### config.mk
export PLATFORM = sky130hd
export DESIGN_NAME = universal_reg_bank_flat
export DESIGN_NICKNAME = d
export VERILOG_FILES = /design/src/rtl/universal_reg_pkg.sv /design/src/rtl/universal_reg_bank_if.sv /design/src/rtl/universal_reg_chan.sv /design/src/rtl/universal_reg_bank.sv /design/src/flat_wrapper.sv
export SDC_FILE = /design/constraint.sdc
export NUM_CORES = 1
export LEC_CHECK = 0
export CAP_MARGIN = 20
export CORE_ASPECT_RATIO = 1.4
export CORE_UTILIZATION = 39
export DETAILED_ROUTE_END_ITERATION = 10
export GPL_TIMING_DRIVEN = 0
export RECOVER_POWER = 100
export SLEW_MARGIN = 10
export SYNTH_ARGS = -nofsm -noshare
export SYNTH_HDL_FRONTEND = slang
export SYNTH_SLANG_ARGS = --single-unit
### constraint.sdc
create_clock -name clk -period 3.5 [get_ports clk]
set_clock_uncertainty 0.1 [all_clocks]
set_input_delay 0.7 -clock clk [delete_from_list [all_inputs] [get_ports clk]]
set_output_delay 0.7 -clock clk [all_outputs]
set_load 0.05 [all_outputs]
### src/rtl/universal_reg_pkg.sv
// Purpose: shared opcode encoding for the universal register bank.
// Latency: n/a (constants only).
// Backpressure: n/a.
package universal_reg_pkg;

    localparam int OP_W = 3;

    localparam logic [OP_W-1:0] OP_HOLD = 3'b000;
    localparam logic [OP_W-1:0] OP_LOAD = 3'b001;
    localparam logic [OP_W-1:0] OP_CLR  = 3'b010;
    localparam logic [OP_W-1:0] OP_SHL  = 3'b011;
    localparam logic [OP_W-1:0] OP_SHR  = 3'b100;
    localparam logic [OP_W-1:0] OP_INC  = 3'b101;
    localparam logic [OP_W-1:0] OP_DEC  = 3'b110;
    localparam logic [OP_W-1:0] OP_INCS = 3'b111;

endpackage

### src/rtl/universal_reg_bank_if.sv
// Purpose: bundles the per-channel opcode/data inputs and status outputs of the register bank.
// Latency: n/a (wiring only).
// Backpressure: none; master presents an op every cycle, slave consumes it every cycle.
// Signals: op/d/ser_in/ovf_clr driven by master; q/ser_out/ovf/zero driven by slave.
interface universal_reg_bank_if #(
    parameter int WIDTH    = 8,
    parameter int CHANNELS = 4
);
    import universal_reg_pkg::*;

    logic [OP_W*CHANNELS-1:0]  op;
    logic [WIDTH*CHANNELS-1:0] d;
    logic [CHANNELS-1:0]       ser_in;
    logic [CHANNELS-1:0]       ovf_clr;
    logic [WIDTH*CHANNELS-1:0] q;
    logic [CHANNELS-1:0]       ser_out;
    logic [CHANNELS-1:0]       ovf;
    logic [CHANNELS-1:0]       zero;

    modport master (
        output op, d, ser_in, ovf_clr,
        input  q, ser_out, ovf, zero
    );

    modport slave (
        input  op, d, ser_in, ovf_clr,
        output q, ser_out, ovf, zero
    );

endinterface

### src/rtl/universal_reg_chan.sv
// Purpose: one WIDTH-bit register with hold/load/clear/shift/count ops and sticky ovf, zero status.
// Latency: 1 cycle from op/d/ser_in/ovf_clr to q/ser_out/ovf/zero; async reset acts immediately.
// Backpressure: none; an op is consumed every cycle.
// Ports: clk, reset (async, active high), op, d, ser_in, ovf_clr in; q, ser_out, ovf, zero out.
module universal_reg_chan
    import universal_reg_pkg::*;
#(
    parameter int               WIDTH     = 8,
    parameter logic [WIDTH-1:0] RESET_VAL = '0
) (
    input  logic             clk,
    input  logic             reset,
    input  logic [OP_W-1:0]  op,
    input  logic [WIDTH-1:0] d,
    input  logic             ser_in,
    input  logic             ovf_clr,
    output logic [WIDTH-1:0] q,
    output logic             ser_out,
    output logic             ovf,
    output logic             zero
);

    localparam logic [WIDTH-1:0] ALL_ONES = '1;
    localparam logic [WIDTH-1:0] ONE      = WIDTH'(1);

    logic [WIDTH-1:0] q_nxt;
    logic             ser_out_nxt;
    logic             ovf_set;
    logic             ovf_nxt;
    logic             zero_nxt;

    always_comb begin
        q_nxt       = q;
        ser_out_nxt = ser_out;
        ovf_set     = 1'b0;
        case (op)
            OP_HOLD: q_nxt = q;
            OP_LOAD: q_nxt = d;
            OP_CLR:  q_nxt = '0;
            OP_SHL: begin
                q_nxt       = {q[WIDTH-2:0], ser_in};
                ser_out_nxt = q[WIDTH-1];
            end
            OP_SHR: begin
                q_nxt       = {ser_in, q[WIDTH-1:1]};
                ser_out_nxt = q[0];
            end
            OP_INC: begin
                q_nxt   = q + ONE;
                ovf_set = (q == ALL_ONES);
            end
            OP_DEC: begin
                q_nxt   = q - ONE;
                ovf_set = (q == '0);
            end
            OP_INCS: begin
                // Saturate: stay at all-ones and flag the attempted overflow.
                if (q == ALL_ONES) begin
                    q_nxt   = q;
                    ovf_set = 1'b1;
                end else begin
                    q_nxt = q + ONE;
                end
            end
            default: q_nxt = q;
        endcase
    end

    // A set event in the same cycle as ovf_clr must win.
    assign ovf_nxt  = ovf_set | (ovf & ~ovf_clr);
    // zero tracks the value being written, so it is never a cycle behind q.
    assign zero_nxt = (q_nxt == '0);

    always_ff @(posedge clk or posedge reset) begin
        if (reset) begin
            q       <= RESET_VAL;
            ser_out <= 1'b0;
            ovf     <= 1'b0;
            zero    <= (RESET_VAL == '0);
        end else begin
            q       <= q_nxt;
            ser_out <= ser_out_nxt;
            ovf     <= ovf_nxt;
            zero    <= zero_nxt;
        end
    end

endmodule

### src/rtl/universal_reg_bank.sv
// Purpose: CHANNELS independent universal registers; this level only slices the shared buses.
// Latency: 1 cycle from any channel input to its outputs; async reset acts immediately.
// Backpressure: none; every channel consumes its op every cycle.
// Ports: clk, reset (async, active high), bus (slave modport carrying op/d/ser_in/ovf_clr and q/ser_out/ovf/zero).
module universal_reg_bank
    import universal_reg_pkg::*;
#(
    parameter int               WIDTH     = 8,
    parameter int               CHANNELS  = 4,
    parameter logic [WIDTH-1:0] RESET_VAL = '0
) (
    input logic                 clk,
    input logic                 reset,
    universal_reg_bank_if.slave bus
);

    logic [CHANNELS-1:0][WIDTH-1:0] q_arr;
    logic [CHANNELS-1:0]            ser_out_arr;
    logic [CHANNELS-1:0]            ovf_arr;
    logic [CHANNELS-1:0]            zero_arr;

    for (genvar i = 0; i < CHANNELS; i++) begin : g_chan
        universal_reg_chan #(
            .WIDTH     (WIDTH),
            .RESET_VAL (RESET_VAL)
        ) u_chan (
            .clk     (clk),
            .reset   (reset),
            .op      (bus.op[OP_W*i +: OP_W]),
            .d       (bus.d[WIDTH*i +: WIDTH]),
            .ser_in  (bus.ser_in[i]),
            .ovf_clr (bus.ovf_clr[i]),
            .q       (q_arr[i]),
            .ser_out (ser_out_arr[i]),
            .ovf     (ovf_arr[i]),
            .zero    (zero_arr[i])
        );
    end

    assign bus.q       = q_arr;
    assign bus.ser_out = ser_out_arr;
    assign bus.ovf     = ovf_arr;
    assign bus.zero    = zero_arr;

endmodule
### src/flat_wrapper.sv
// flat-port wrapper written by rule: the top's interface ports become plain ports
module universal_reg_bank_flat import universal_reg_pkg::*;
#(
    parameter int               WIDTH     = 8,
    parameter int               CHANNELS  = 4,
    parameter logic [WIDTH-1:0] RESET_VAL = '0
)
  (clk, reset, bus_op, bus_d, bus_ser_in, bus_ovf_clr, bus_q, bus_ser_out, bus_ovf, bus_zero);
  universal_reg_bank_if #(.WIDTH(WIDTH), .CHANNELS(CHANNELS)) bus_i ();
  input logic clk;
  input logic reset;
  input wire logic [$bits(bus_i.op)-1:0] bus_op;
  input wire logic [$bits(bus_i.d)-1:0] bus_d;
  input wire logic [$bits(bus_i.ser_in)-1:0] bus_ser_in;
  input wire logic [$bits(bus_i.ovf_clr)-1:0] bus_ovf_clr;
  output wire logic [$bits(bus_i.q)-1:0] bus_q;
  output wire logic [$bits(bus_i.ser_out)-1:0] bus_ser_out;
  output wire logic [$bits(bus_i.ovf)-1:0] bus_ovf;
  output wire logic [$bits(bus_i.zero)-1:0] bus_zero;
  assign bus_i.op = bus_op;
  assign bus_i.d = bus_d;
  assign bus_i.ser_in = bus_ser_in;
  assign bus_i.ovf_clr = bus_ovf_clr;
  assign bus_q = bus_i.q;
  assign bus_ser_out = bus_i.ser_out;
  assign bus_ovf = bus_i.ovf;
  assign bus_zero = bus_i.zero;
  universal_reg_bank #(.WIDTH(WIDTH), .CHANNELS(CHANNELS), .RESET_VAL(RESET_VAL)) u_core (.clk(clk), .reset(reset), .bus(bus_i));
endmodule
==> qor.yml <==
outcome:
  status: "finished, violations left"
  violations: "max-capacitance violations, max-slew violations"
synth:
  synth_top_flop_cell: "dfrtp_1"
  syn_inst: 601
  avgSynthCellArea_sq_um: 7.60
  synth_xor_xnor_area_share_pct: 3.26
  synth_nets: 666
  synth.area.mux_share_pct: 2.03
  ys_seq_area_share_pct: 24.2
  synth_edf_count: 0
  ys_ff_latch: 44
  synth_top_family_by_area: "compound AO/OA/AOI/OAI gates"
  synth_fa_ha_area_share_pct: 3.01
  async_reset_ff_share_pct: 100
  synth_compound_area_share_pct: 29.7
  netlist_area_sq_um: 4570
  yosysWarnings: 0
  ys_types: 79
  synth-simple-area-share_pct: 28.0
pwr:
  p_leak_nw: 2.31
  p_seq_share_pct: 23.9
  clkPwrFrac_pct: 19.7
  p_comb_share_pct: 56.5
  p_switching_mw: 1.50
  power_density_nw_per_um2: 536
  total_power_mw: 3.15
  peakVddDrop_v: 0.000317
  p_int_mw: 1.65
  swShare_pct: 47.7
global_route:
  grt_max_degree: 33
  antenna_found_initial: 0
  grt_pass1_vias: 4934
  track_usage_pct: 25.9
  overflow: 0
  grt_pass1_wl_mm: 25.1
cts:
  cts.sinks: 44
  path_clk_slew_ps: 70
  cts_buffer_depth: 2
  h-tree-depth: 2
  ctsResizeCount: 0
  cts_buffers: 5
  clk_latency_ps: 290
  cts_root_buf: "clkbuf_16"
  cts_hold_buf: 0
  cts_setup_buffers: 0
  cts_tree: "done"
worst_setup_path:
  rrSetupSlack_ps: 470
  rr_startpoint: "u_core.g_chan[3].u_chan.q[0]"
  path_delay_family: "buffers and inverters"
  r2r-end: "u_core.g_chan[3].u_chan.zero"
  path_max_fanout: 10
  cp.buffers_inverters: 3
  cpMaxStageDelayCell: "dlygate4sd3_1"
  crit_required_ps: 3560
  crit_path_end_kind: "register"
  path_class: "input pin to register"
  arrival_ps: 3290
  cp_cell_sequence: "dlygate4sd3_1 > buf_2 > clkbuf_1 > o221ai_1 > a222oi_1 > o2111ai_1 > nor4_1"
  startpoint_type: "input pin"
  r2r_cells: 9
  critPathMaxStageDelay_ps: 650
place:
  io_buffer_count: 94
  place_inst: 840
  hpwl_mm: 11.9
  place_ws_ps: 169
  place_area_sq_um: 5710
  gp_congestion: 0.955
floorplanning:
  die_height_um: 130
  die-area_sq_um: 12200
  die_w_um: 93.5
  rows: 46
  pin_count: 98
  start_util_pct: 40.1
  core-area_sq_um: 11400
layout:
  syn2layout_area_growth_pct: 28.7
  regArea_sq_um: 1110
  fin_area_sq_um: 5880
  drive_above_1_share_pct: 9.10
  multiInputGateArea_sq_um: 3020
  fin_util_pct: 51.6
  finalNonFillerCells: 847
  fillCellCount: 1162
  nNetsFinal: 768
  num_antenna_cells: 0
hold_path:
  hold_end: "u_core.g_chan[1].u_chan.ovf"
  hold_depth: 2
  hold_class: "register to register"
  hp-start: "u_core.g_chan[1].u_chan.ovf"
detailed_routing:
  via_per_inst: 6.16
  first_pass_iters: 5
  vias: 5220
  drc: 0
  detail-route-antenna-nets: 0
  wl_per_cell_um: 18.4
  wirelength_mm: 15.6
  drtIter0Drc: 266
timing:
  setup-violations-final: 0
  hold_viol: 0
  final_max_slew_viol_count: 33
  tightestPinTransition_ps: 1510
  period_share_pct: 92.2
  rsz0062_at_grt: "no"
  maxSlewHeadroom_pct: -0.552
  fin_crit_ps: 3230
  fin_setup_tns_ps: 0
  timing.hold.ws_ps: 400
  setup_slack_ps: 274
  clock.fmax_ghz: 0.310
flow_run:
  max-cap-violations: 1
[worst reg2reg max path, delay by kind of cell (launching register included)]
| kind | cells | cell delay (ps) |
|---|---|---|
| AND/OR/NAND/NOR | 3 | 1120 |
| AO/OA/AOI/OAI | 3 | 650 |
| buffers and inverters | 2 | 440 |
| adder cells (fa/ha/maj) | 1 | 240 |
| flip-flops | 1 | 360 |
[worst max-delay path by stage]
stage                                       from                           end  slack [ps]  cells after the start
finish                                 bus_op[7]  u_core.g_chan[2].u_chan.zero         270                      7
global route                               reset  u_core.g_chan[1].u_chan.q[3]         130                      3
CTS                                    bus_op[7]  u_core.g_chan[2].u_chan.zero         410                      7
detailed placement                     bus_op[7]  u_core.g_chan[2].u_chan.zero         170                      7
global placement                       bus_op[9]  u_core.g_chan[3].u_chan.zero         160                      8
floorplan           u_core.g_chan[3].u_chan.q[0]  u_core.g_chan[3].u_chan.zero         610                      9
[synth_stat cells, types with 7 or more instances]
library cell / instances / area [sq um]
buf_2: 25 / 125
o21ai_0: 40 / 200
or4_1: 7 / 52.6
nand3_1: 29 / 145
nor2_1: 32 / 120
a21oi_1: 35 / 175
ha_1: 11 / 138
nand4_1: 7 / 43.8
or3_1: 13 / 81.3
nor3_1: 26 / 130
xnor2_1: 12 / 105
a211oi_1: 7 / 52.6
clkbuf_1: 18 / 67.6
nand2_1: 47 / 176
a221oi_1: 7 / 61.3
nand2b_1: 10 / 62.6
inv_1: 31 / 116
a22oi_1: 7 / 52.6
mux2i_1: 7 / 70.1
o31ai_1: 8 / 60.1
a31oi_1: 7 / 43.8
dfrtp_1: 40 / 1000
o221ai_1: 7 / 61.3
nor2b_1: 12 / 75.1
buf_4: 13 / 97.6
[routing by layer]
layer  part of all wire, %  up-vias  GRT usage (%)
met1                    41     2502           32.3
met4                   1.8        0           8.51
met3                   6.2       26           3.15
li1                      -     2453              -
met2                    51      239           46.2
met5                     0        -              0
[placed cells by master, fill, tap and decap left out, drive strengths merged, types with 8 or more instances in the layout]
| master | instances |
|---|---|
| a21oi | 35 |
| o21ai | 41 |
| dlygate4sd3 | 50 |
| o221ai | 8 |
| o31ai | 8 |
| or4 | 8 |
| clkbuf | 32 |
| nand2 | 47 |
| clkdlybuf4s50 | 44 |
| nor2b | 12 |
| nor3 | 26 |
| nand2b | 10 |
| dfrtp | 40 |
| xnor2 | 12 |
| inv | 31 |
| or3 | 13 |
| nor2 | 33 |
| nand3 | 29 |
| buf | 36 |
| ha | 11 |
[power groups by stage]
stage	sequential (mW)	clock (mW)	combinational (mW)
floorplan	1.07	0	0.919
global placement	0.764	0	1.80
detailed placement	0.764	0	1.80
CTS	0.756	0.630	1.81
global route	0.770	0.655	1.90
finish	0.752	0.619	1.78
[final cells by class]
| class | count | area share, % |
|---|---|---|
| multi-input combinational | 463 | 51.3 |
| sequential | 44 | 18.8 |
| timing repair buffer | 95 | 16.2 |
| buffer | 63 | 5.53 |
| tap | 144 | 3.06 |
| clock buffer | 5 | 2.13 |
| inverter | 31 | 1.98 |
| clock inverter | 2 | 1.02 |
[cells by family (layout without fill, tap and decap cells)]
kind of cell             after synthesis  count (layout)
adder cells (fa/ha/maj)               11              11
XOR/XNOR                              17              17
buffers and inverters                 94             196
flip-flops                            44              44
AO/OA/AOI/OAI                        192             192
AND/OR/NAND/NOR                      234             234
multiplexers                           9               9
[flip-flops by register name, indices dropped and copies added (netlist names)]
signal / flops
u_core.g_chan.u_chan.q: 32
u_core.g_chan.u_chan.ovf: 4
u_core.g_chan.u_chan.ser_out: 4
u_core.g_chan.u_chan.zero: 4
Note: power is estimated with default switching activity, not from simulation.
